--- config.mk ---
export PLATFORM = sky130hd
export DESIGN_NAME = bcd_interval_timer
export DESIGN_NICKNAME = d
export VERILOG_FILES = /design/src/rtl/bcd_interval_timer.sv
export SDC_FILE = /design/constraint.sdc
export NUM_CORES = 1
export LEC_CHECK = 0
export CORE_MARGIN = 4
export CORE_UTILIZATION = 61
export CTS_CLUSTER_DIAMETER = 150
export DETAILED_ROUTE_END_ITERATION = 6
export PLACE_DENSITY_LB_ADDON = 0.08
export SLEW_MARGIN = 10
export SYNTH_ARGS = -nofsm -noshare
export SYNTH_HDL_FRONTEND = slang
export SYNTH_SLANG_ARGS = --single-unit
--- constraint.sdc ---
create_clock -name fastclock -period 4.1 [get_ports fastclock]
set_clock_uncertainty 0.1 [all_clocks]
set_input_delay 0.615 -clock fastclock [delete_from_list [all_inputs] [get_ports fastclock]]
set_output_delay 0.615 -clock fastclock [all_outputs]
set_load 0.005 [all_outputs]
--- src/rtl/bcd_interval_timer.sv ---
// Multi-digit BCD interval timer: programmable tick divider feeding a chain of
// decimal digits with ripple carry/borrow, start/pause/load control and terminal-count detection.
module bcd_interval_timer #(
    parameter int NUM_DIGITS = 4,
    parameter int DIV_COUNT  = 50_000_000,
    parameter int DIV_W      = 26
) (
    input  logic                    fastclock,
    input  logic                    reset,
    input  logic                    start,
    input  logic                    pause,
    input  logic                    load,
    input  logic                    count_down,
    input  logic [4*NUM_DIGITS-1:0] load_value,
    output logic [4*NUM_DIGITS-1:0] value,
    output logic                    tick,
    output logic                    running,
    output logic                    done
);

    localparam int VW = 4 * NUM_DIGITS;
    localparam logic [DIV_W-1:0] DIV_LAST = DIV_W'(DIV_COUNT - 1);
    localparam logic [VW-1:0] ALL_NINE = {NUM_DIGITS{4'h9}};

    typedef enum logic [1:0] {IDLE, RUN, PAUSE, DONE} state_t;

    state_t           state;
    logic [DIV_W-1:0] div_q;

    logic [VW-1:0] load_clamped;
    logic [VW-1:0] value_up;
    logic [VW-1:0] value_dn;
    logic          all_nine;
    logic          all_zero;
    logic          at_term;
    logic          step_term;
    logic          div_wrap;

    // Per-digit clamp of the preset plus the incremented and decremented
    // versions of the current count, carry/borrow rippling from digit 0 upward.
    always_comb begin : digit_chain
        logic       carry;
        logic       borrow;
        logic [3:0] d;
        logic [3:0] q;
        load_clamped = '0;
        value_up     = '0;
        value_dn     = '0;
        all_nine     = 1'b1;
        all_zero     = 1'b1;
        carry        = 1'b1;
        borrow       = 1'b1;
        d            = '0;
        q            = '0;
        for (int i = 0; i < NUM_DIGITS; i++) begin
            d = load_value[4*i +: 4];
            load_clamped[4*i +: 4] = (d > 4'd9) ? 4'd9 : d;
            q = value[4*i +: 4];
            if (q != 4'd9) all_nine = 1'b0;
            if (q != 4'd0) all_zero = 1'b0;
            if (!carry) begin
                value_up[4*i +: 4] = q;
            end else if (q == 4'd9) begin
                value_up[4*i +: 4] = 4'd0;
            end else begin
                value_up[4*i +: 4] = q + 4'd1;
                carry = 1'b0;
            end
            if (!borrow) begin
                value_dn[4*i +: 4] = q;
            end else if (q == 4'd0) begin
                value_dn[4*i +: 4] = 4'd9;
            end else begin
                value_dn[4*i +: 4] = q - 4'd1;
                borrow = 1'b0;
            end
        end
    end

    assign at_term   = count_down ? all_zero : all_nine;
    assign step_term = count_down ? (value_dn == '0) : (value_up == ALL_NINE);
    assign div_wrap  = (div_q == DIV_LAST);

    // Control priority is load > pause > start; a high pause also masks start.
    always_ff @(posedge fastclock or posedge reset) begin
        if (reset) begin
            state   <= IDLE;
            div_q   <= '0;
            value   <= '0;
            tick    <= 1'b0;
            done    <= 1'b0;
            running <= 1'b0;
        end else begin
            tick <= 1'b0;
            done <= 1'b0;
            if (load) begin
                value   <= load_clamped;
                div_q   <= '0;
                state   <= IDLE;
                running <= 1'b0;
            end else begin
                case (state)
                    RUN: begin
                        if (pause) begin
                            state   <= PAUSE;
                            running <= 1'b0;
                        end else if (div_wrap) begin
                            div_q <= '0;
                            if (at_term) begin
                                // Mode changed onto the terminal value: finish without a step.
                                done    <= 1'b1;
                                state   <= DONE;
                                running <= 1'b0;
                            end else begin
                                value <= count_down ? value_dn : value_up;
                                tick  <= 1'b1;
                                if (step_term) begin
                                    done    <= 1'b1;
                                    state   <= DONE;
                                    running <= 1'b0;
                                end
                            end
                        end else begin
                            div_q <= div_q + DIV_W'(1);
                        end
                    end
                    PAUSE: begin
                        if (!pause && start) begin
                            state   <= RUN;
                            running <= 1'b1;
                        end
                    end
                    default: begin
                        if (!pause && start && !at_term) begin
                            div_q   <= '0;
                            state   <= RUN;
                            running <= 1'b1;
                        end
                    end
                endcase
            end
        end
    end

endmodule

==> qor.yml, run 1 <==
layout:
  drive_above_1_share: 0.06131
  num_antenna_cells: 0
  register_area_um2: 1176
  final_common_cell: "o21ai_0"
  multi_input_area_um2: 2148
  fillers: 467
  fin_nets: 497
  final_core_util: 0.7253
  area_growth_syn_to_layout_pct: 14.33
  layout_common_cells: "60 x o21ai_0, 47 x dfrtp_1, 40 x clkdlybuf4s50_1"
  final_cell_count_no_fill: 545
power:
  p_per_area_nw_per_um2: 299.0
  p_switching_w: 0.0004334
  seqPwrFrac: 0.453
  power_frac_clock: 0.237
  internal_power_w: 0.0007754
  ir_worst_vdd_mv: 0.2282
  p_comb_frac: 0.310
  swShare: 0.3586
  p_leak_nw: 1.529
setup_path:
  crit_buf_inv: 1
  rrSetupSlack_ns: 1.13
  cp-end-kind: "flop"
  worst_r2r_endpoint: "value[2]"
  r2r-start: "value[10]"
  max_stage_delay_ns: 0.73
  start_kind: "primary input"
  crit_arrival_ns: 3.40
  path_class: "primary input to flop"
  worstPathRequired_ns: 4.18
  crit_chain: "clkdlybuf4s50_1, or4b_1, and4bb_1, a22o_1, o32a_1, nor3_1, or4_1"
  rr_worst_depth: 6
  crit_path_top_delay_cell: "clkdlybuf4s50_1"
  worst-path-stages: 7
  cp_max_fo: 11
  cp_top_family: "simple AND/OR/NAND/NOR gates"
clock_network:
  hold_buffers: 0
  cts_root_buf: "clkbuf_8"
  cts.sinks: 47
  cts_resized: 0
  numCtsBuffers: 5
  htreeDepth: 2
  clk-insertion-delay-late_ns: 0.31
  tritoncts: "yes"
  clk_pin_slew_worst_paths_ns: 0.09
  cts_buffer_depth: 2
  postCtsSetupRepairBufs: 0
timing:
  worst_slack_ns: 0.7799
  drv_slew: 0
  period_minus_slack_ns: 3.320
  period_share: 0.8098
  setup_tns_ns: 0
  slew-limit-headroom: 0.3450
  max_clock_freq_mhz: 301.2
  setup_viol: 0
  rsz0062_at_grt: "no"
  hold_violations: 0
  worst_slew_pin_slew_ns: 0.9810
synthesis:
  synth_area_um2: 3536
  synth_seq_cells: 47
  ys_seq_area_frac: 0.3326
  synth_ff_type: "dfrtp_1"
  syn_inst: 450
  syn_avg_cell_area_um2: 7.858
  async_reset_ff_frac: 1.000
  synth_edf_count: 0
  yosys_warnings: 0
  synth_top_area_cell: "dfrtp_1"
  synth.area.top_cells: "dfrtp_1 33%, o21ai_0 8.5%, nor2_1 4.0%, nand2_1 3.7%, nand3_1 2.7%"
  yosysUniqueCellTypes: 64
  netlist.area_leader.share: 0.3326
  synth_nets: 475
placed_design:
  post-place-ws_ns: 0.5052
  hpwl_um: 6692
  dp_cells: 537
  gp_congestion: 0.9471
  port_buffers: 40
global_route:
  met1_usage: 0.3425
  grt_pass1_wl_um: 16100
  overflow: 0
  grt.busiest_layer: "met2"
  groute.usage.overall: 0.2749
  use_met3: 0.04809
  antenna_found_initial: 0
  grt_start_max_net_pins: 48
  grtUsageMet2: 0.4634
  grt_pass1_vias: 3478
floorplan:
  rows: 27
  dieHeight_um: 84.14
  core_area_um2: 5574
  initial_core_util: 0.6343
  dieArea_um2: 7079
  pin_count: 41
  dieWidth_um: 84.14
detailed_routing:
  first_iter_violations: 275
  vias_per_cell: 6.541
  ant_nets: 0
  drc_errors: 0
  routed_wl_um: 9428
  num_vias: 3565
  wl_per_cell_um: 17.30
  dr.pass1.iters: 6
run_status:
  status: "complete, no violations"
run:
  maxCapViolations: 0
hold_path:
  min_from: "div_q[25]"
  whs_path_depth: 1
  hp-class: "flop to flop"
  min_delay_worst_endpoint: "div_q[25]"
## stage by stage
stage	hold slack, ns	power [W]	instance area (um2)
finish	0.3956	0.001209	4043
global route	0.4274	0.001288	4043
detailed placement	0.3753	0.0009266	3958
global placement	0.3840	0.0009142	3958
CTS	0.3951	0.001210	4043
floorplan	0.3396	0.0007923	3536
## final cells by class
type	count	area share
flip-flops and latches	47	0.2909
clock buffers	6	0.01795
repair buffers	49	0.1158
inverters	20	0.01857
well taps	72	0.02228
multi-input cells	349	0.5314
clock inverters	2	0.003095
## power groups by stage
stage / Combinational (W) / Sequential [W] / Clock, W
floorplan: 0.000268 / 0.000524 / 0
global placement: 0.000361 / 0.000554 / 0
detailed placement: 0.000372 / 0.000554 / 0
CTS: 0.000373 / 0.000545 / 0.000291
global route: 0.000423 / 0.000553 / 0.000312
finish: 0.000375 / 0.000547 / 0.000287
## cells by family after synthesis
| group | count (synthesis) | synth area share |
|---|---|---|
| simple gates | 187 | 0.2987 |
| compound gates | 145 | 0.2604 |
| buf+inv | 54 | 0.06122 |
| flops | 47 | 0.3326 |
| xor+xnor | 10 | 0.02477 |
| mux | 4 | 0.01168 |
| fa+ha+maj | 3 | 0.01062 |
## synth_stat cells, types with 8 or more instances
master	number
a21oi_1	16
a31oi_1	13
clkbuf_1	25
dfrtp_1	47
inv_1	20
nand2_1	35
nand3_1	19
nand4_1	10
nor2_1	38
nor3_1	10
nor4_1	12
nor4b_1	8
o21ai_0	60
o31ai_1	12
## flip-flops by register name, summed over array words and instances (netlist names)
name / count
tick: 1
running: 1
done: 1
state: 2
div_q: 26
value: 16
## routing by layer
layer / routed length [um] / share of wire
met1: 3866 / 0.41
met2: 4764 / 0.51
met3: 532 / 0.056
met4: 265 / 0.028
met5: 0 / 0
## how the worst max path moves through the flow
stage,startpoint,end,slack (ns)
2_1_floorplan,count_down,value[2],1.48
3_3_place_gp,count_down,value[2],0.59
3_5_place_dp,count_down,value[2],0.51
4_1_cts,count_down,value[2],0.83
5_1_grt,count_down,value[2],0.72
6_report,count_down,value[2],0.78
(Power assumes the default switching activity.)
==> run 2, diff against run 1 <==
Settings changed: CORE_UTILIZATION 61 to 51.
Clock period 4.1 ns to 3.01 ns, I/O delays scaled along.
==> run 2 against run 1 <==
  * Clock power grew 33%
  * Combinational power grew 52%
  * Flip-flop and latch count is the same
  * Critical path depth shrank 1
  * Worst hold slack gained 0.019 ns
  * Setup slack lost 0.52 ns
  * Routed wire length grew 4.0%
  * Sequential share of layout area shrank 1.3 points
  * Sequential power grew 32%
  * Count of clock-buffer cells in the layout grew 1
  * Highest routed layer unchanged
==> qor.yml, run 2 (same netlist as run 1, synthesis figures left out) <==
setup_path:
  start_kind: "flop"  # was primary input
  rr_worst_depth: 6  # unchanged
  r2r-start: "div_q[16]"  # was value[10]
  path_class: "flop to flop"  # was primary input to flop
  rrSetupSlack_ns: 0.26  # was 1.13 ns
  crit_arrival_ns: 2.83  # was 3.40 ns
  worst_r2r_endpoint: "value[11]"  # was value[2]
  cp-end-kind: "flop"  # unchanged
  worstPathRequired_ns: 3.09  # was 4.18 ns
  cp_max_fo: 8  # was 11
hold_path:
  hp-class: "flop to flop"  # unchanged
  min_delay_worst_endpoint: "div_q[25]"  # unchanged
  min_from: "div_q[25]"  # unchanged
  whs_path_depth: 1  # unchanged
detailed_routing:
  num_vias: 3644  # was 3,565
  ant_nets: 0  # unchanged
  drc_errors: 0  # unchanged
  dr.max_layer_used: "met4"  # unchanged
  met3WireLength_um: 423  # was 532 um
  wl_met2_um: 5192  # was 4764 um
  routed_wl_um: 9805  # was 9428 um
  wl_per_cell_um: 17.05  # was 17.30 um
  first_iter_violations: 255  # was 275
  vias_per_cell: 6.337  # was 6.541
  dr.pass1.iters: 5  # was 6
  m1WireLength_um: 4095  # was 3866 um
clock_network:
  numCtsBuffers: 5  # unchanged
  cts_buffer_depth: 2  # unchanged
  cts_root_buf: "clkbuf_8"  # unchanged
  cts.sinks: 47  # unchanged
  htreeDepth: 2  # unchanged
  cts_resized: 0  # unchanged
  postCtsSetupRepairBufs: 0  # unchanged
  hold_buffers: 0  # unchanged
  clk-insertion-delay-late_ns: 0.30  # was 0.31 ns
  tritoncts: "yes"  # unchanged
  clk_pin_slew_worst_paths_ns: 0.09  # about the same
floorplan:
  dieWidth_um: 91.27  # was 84.14 um
  initial_core_util: 0.5233  # was 0.6343
  dieHeight_um: 91.27  # was 84.14 um
  core_area_um2: 6756  # was 5574 um2
  pin_count: 41  # unchanged
  dieArea_um2: 8329  # was 7079 um2
  rows: 30  # was 27
placed_design:
  post-place-ws_ns: 0.08343  # was 0.5052 ns
  hpwl_um: 7129  # was 6692 um
  dp_cells: 567  # was 537
  port_buffers: 40  # unchanged
  gp_congestion: 0.9713  # was 0.9471
timing:
  worst_slew_pin_slew_ns: 0.8779  # was 0.9810 ns
  slew-limit-headroom: 0.4138  # was 0.3450
  whs_ns: 0.4144  # was 0.3956 ns
  period_share: 0.9135
  max_clock_freq_mhz: 363.7
  drv_slew: 0  # unchanged
  period_minus_slack_ns: 2.750
  worst_slack_ns: 0.2603  # was 0.7799 ns
  rsz0062_at_grt: "no"  # unchanged
  hold_violations: 0  # unchanged
  setup_tns_ns: 0  # unchanged
  setup_viol: 0  # unchanged
layout:
  register_area_um2: 1176  # unchanged
  fillers: 593  # was 467
  num_antenna_cells: 0  # unchanged
  reg.largest.list: "div_q x26, value x16, state x2"  # unchanged
  largest_register_ffs: 26  # unchanged
  drive_above_1_share: 0.1010  # was 0.06131
  final_cell_count_no_fill: 575  # was 545
  fin_nets: 519  # was 497
  final_common_cell: "o21ai_0"  # unchanged
  regMostFlops: "div_q"  # unchanged
  area_growth_syn_to_layout_pct: 19.89  # was 14.33%
  layout_common_cells: "60 x o21ai_0, 47 x dfrtp_1, 40 x clkdlybuf4s50_1"  # unchanged
  multi_input_area_um2: 2148  # unchanged
global_route:
  overflow: 0  # unchanged
  groute.usage.overall: 0.2411  # was 0.2749
  grt_pass1_vias: 3463  # was 3,478
  grt_pass1_wl_um: 16740  # was 16,100 um
  antenna_found_initial: 0  # unchanged
  grt_start_max_net_pins: 27  # was 48
power:
  p_per_area_nw_per_um2: 394.7  # was 299.0 nW/um2
  ir_worst_vdd_mv: 0.2494  # was 0.2282 mV
  p_leak_nw: 1.651  # was 1.529 nW
  power.total_w: 0.001673  # was 0.001209 W
run_status:
  status: "complete, no violations"  # unchanged
run:
  maxCapViolations: 0  # unchanged
run 2: cell count changes in the layout (fill, tap and decap cells not counted):
cell / previous run / this run
clkbuf_1: 1 / 2
clkinvlp_4: 1 / 0
buf_4: 9 / 29
buf_12: 0 / 2
run 2: how the worst max path moves through the flow:
stage                     startpoint         to  cells past startpoint
after floorplan             value[1]   value[2]                      8
after global placement    count_down    running                      8
after detailed placement  count_down    running                      8
after CTS                  div_q[16]  value[11]                      6
after global routing       div_q[16]   value[4]                      6
final                      div_q[16]  value[11]                      6
run 2: area by class of cell:
class | count | area share
Inverter | 20 | 0.01771
Clock buffer | 7 | 0.01800
Multi-Input combinational cell | 349 | 0.5068
Clock inverter | 1 | 0.001181
Sequential cell | 47 | 0.2775
Timing Repair Buffer | 71 | 0.1553
Tap cell | 80 | 0.02361
run 2: where the power goes:
part           internal (W)  total, W  switching (W)  leakage, nW
clock              0.000164  0.000382       0.000218       0.0422
sequential         0.000669  0.000723      0.0000534        0.622
combinational      0.000254  0.000569       0.000314        0.986
run 2: worst max-delay path: stages (launching register included):
cell	delay [ns]
dfrtp_1	0.47
nor4b_1	0.32
nand4_1	0.30
or4b_1	0.76
nor3_1	0.40
o32a_1	0.21
o21ai_0	0.07
run 2: layer usage:
metal  up-vias  GRT usage
met5         -          0
met4         0    0.06156
met3        11    0.03148
met2       119     0.4372
met1      1746     0.3004
li1       1768          -
run 2: through the flow:
step,instance area [um2],utilization
6_report,4239,0.6274
3_5_place_dp,4158,0.6154
4_1_cts,4239,0.6274
2_1_floorplan,3536,-
5_1_grt,4239,0.6274
3_3_place_gp,4158,0.6154
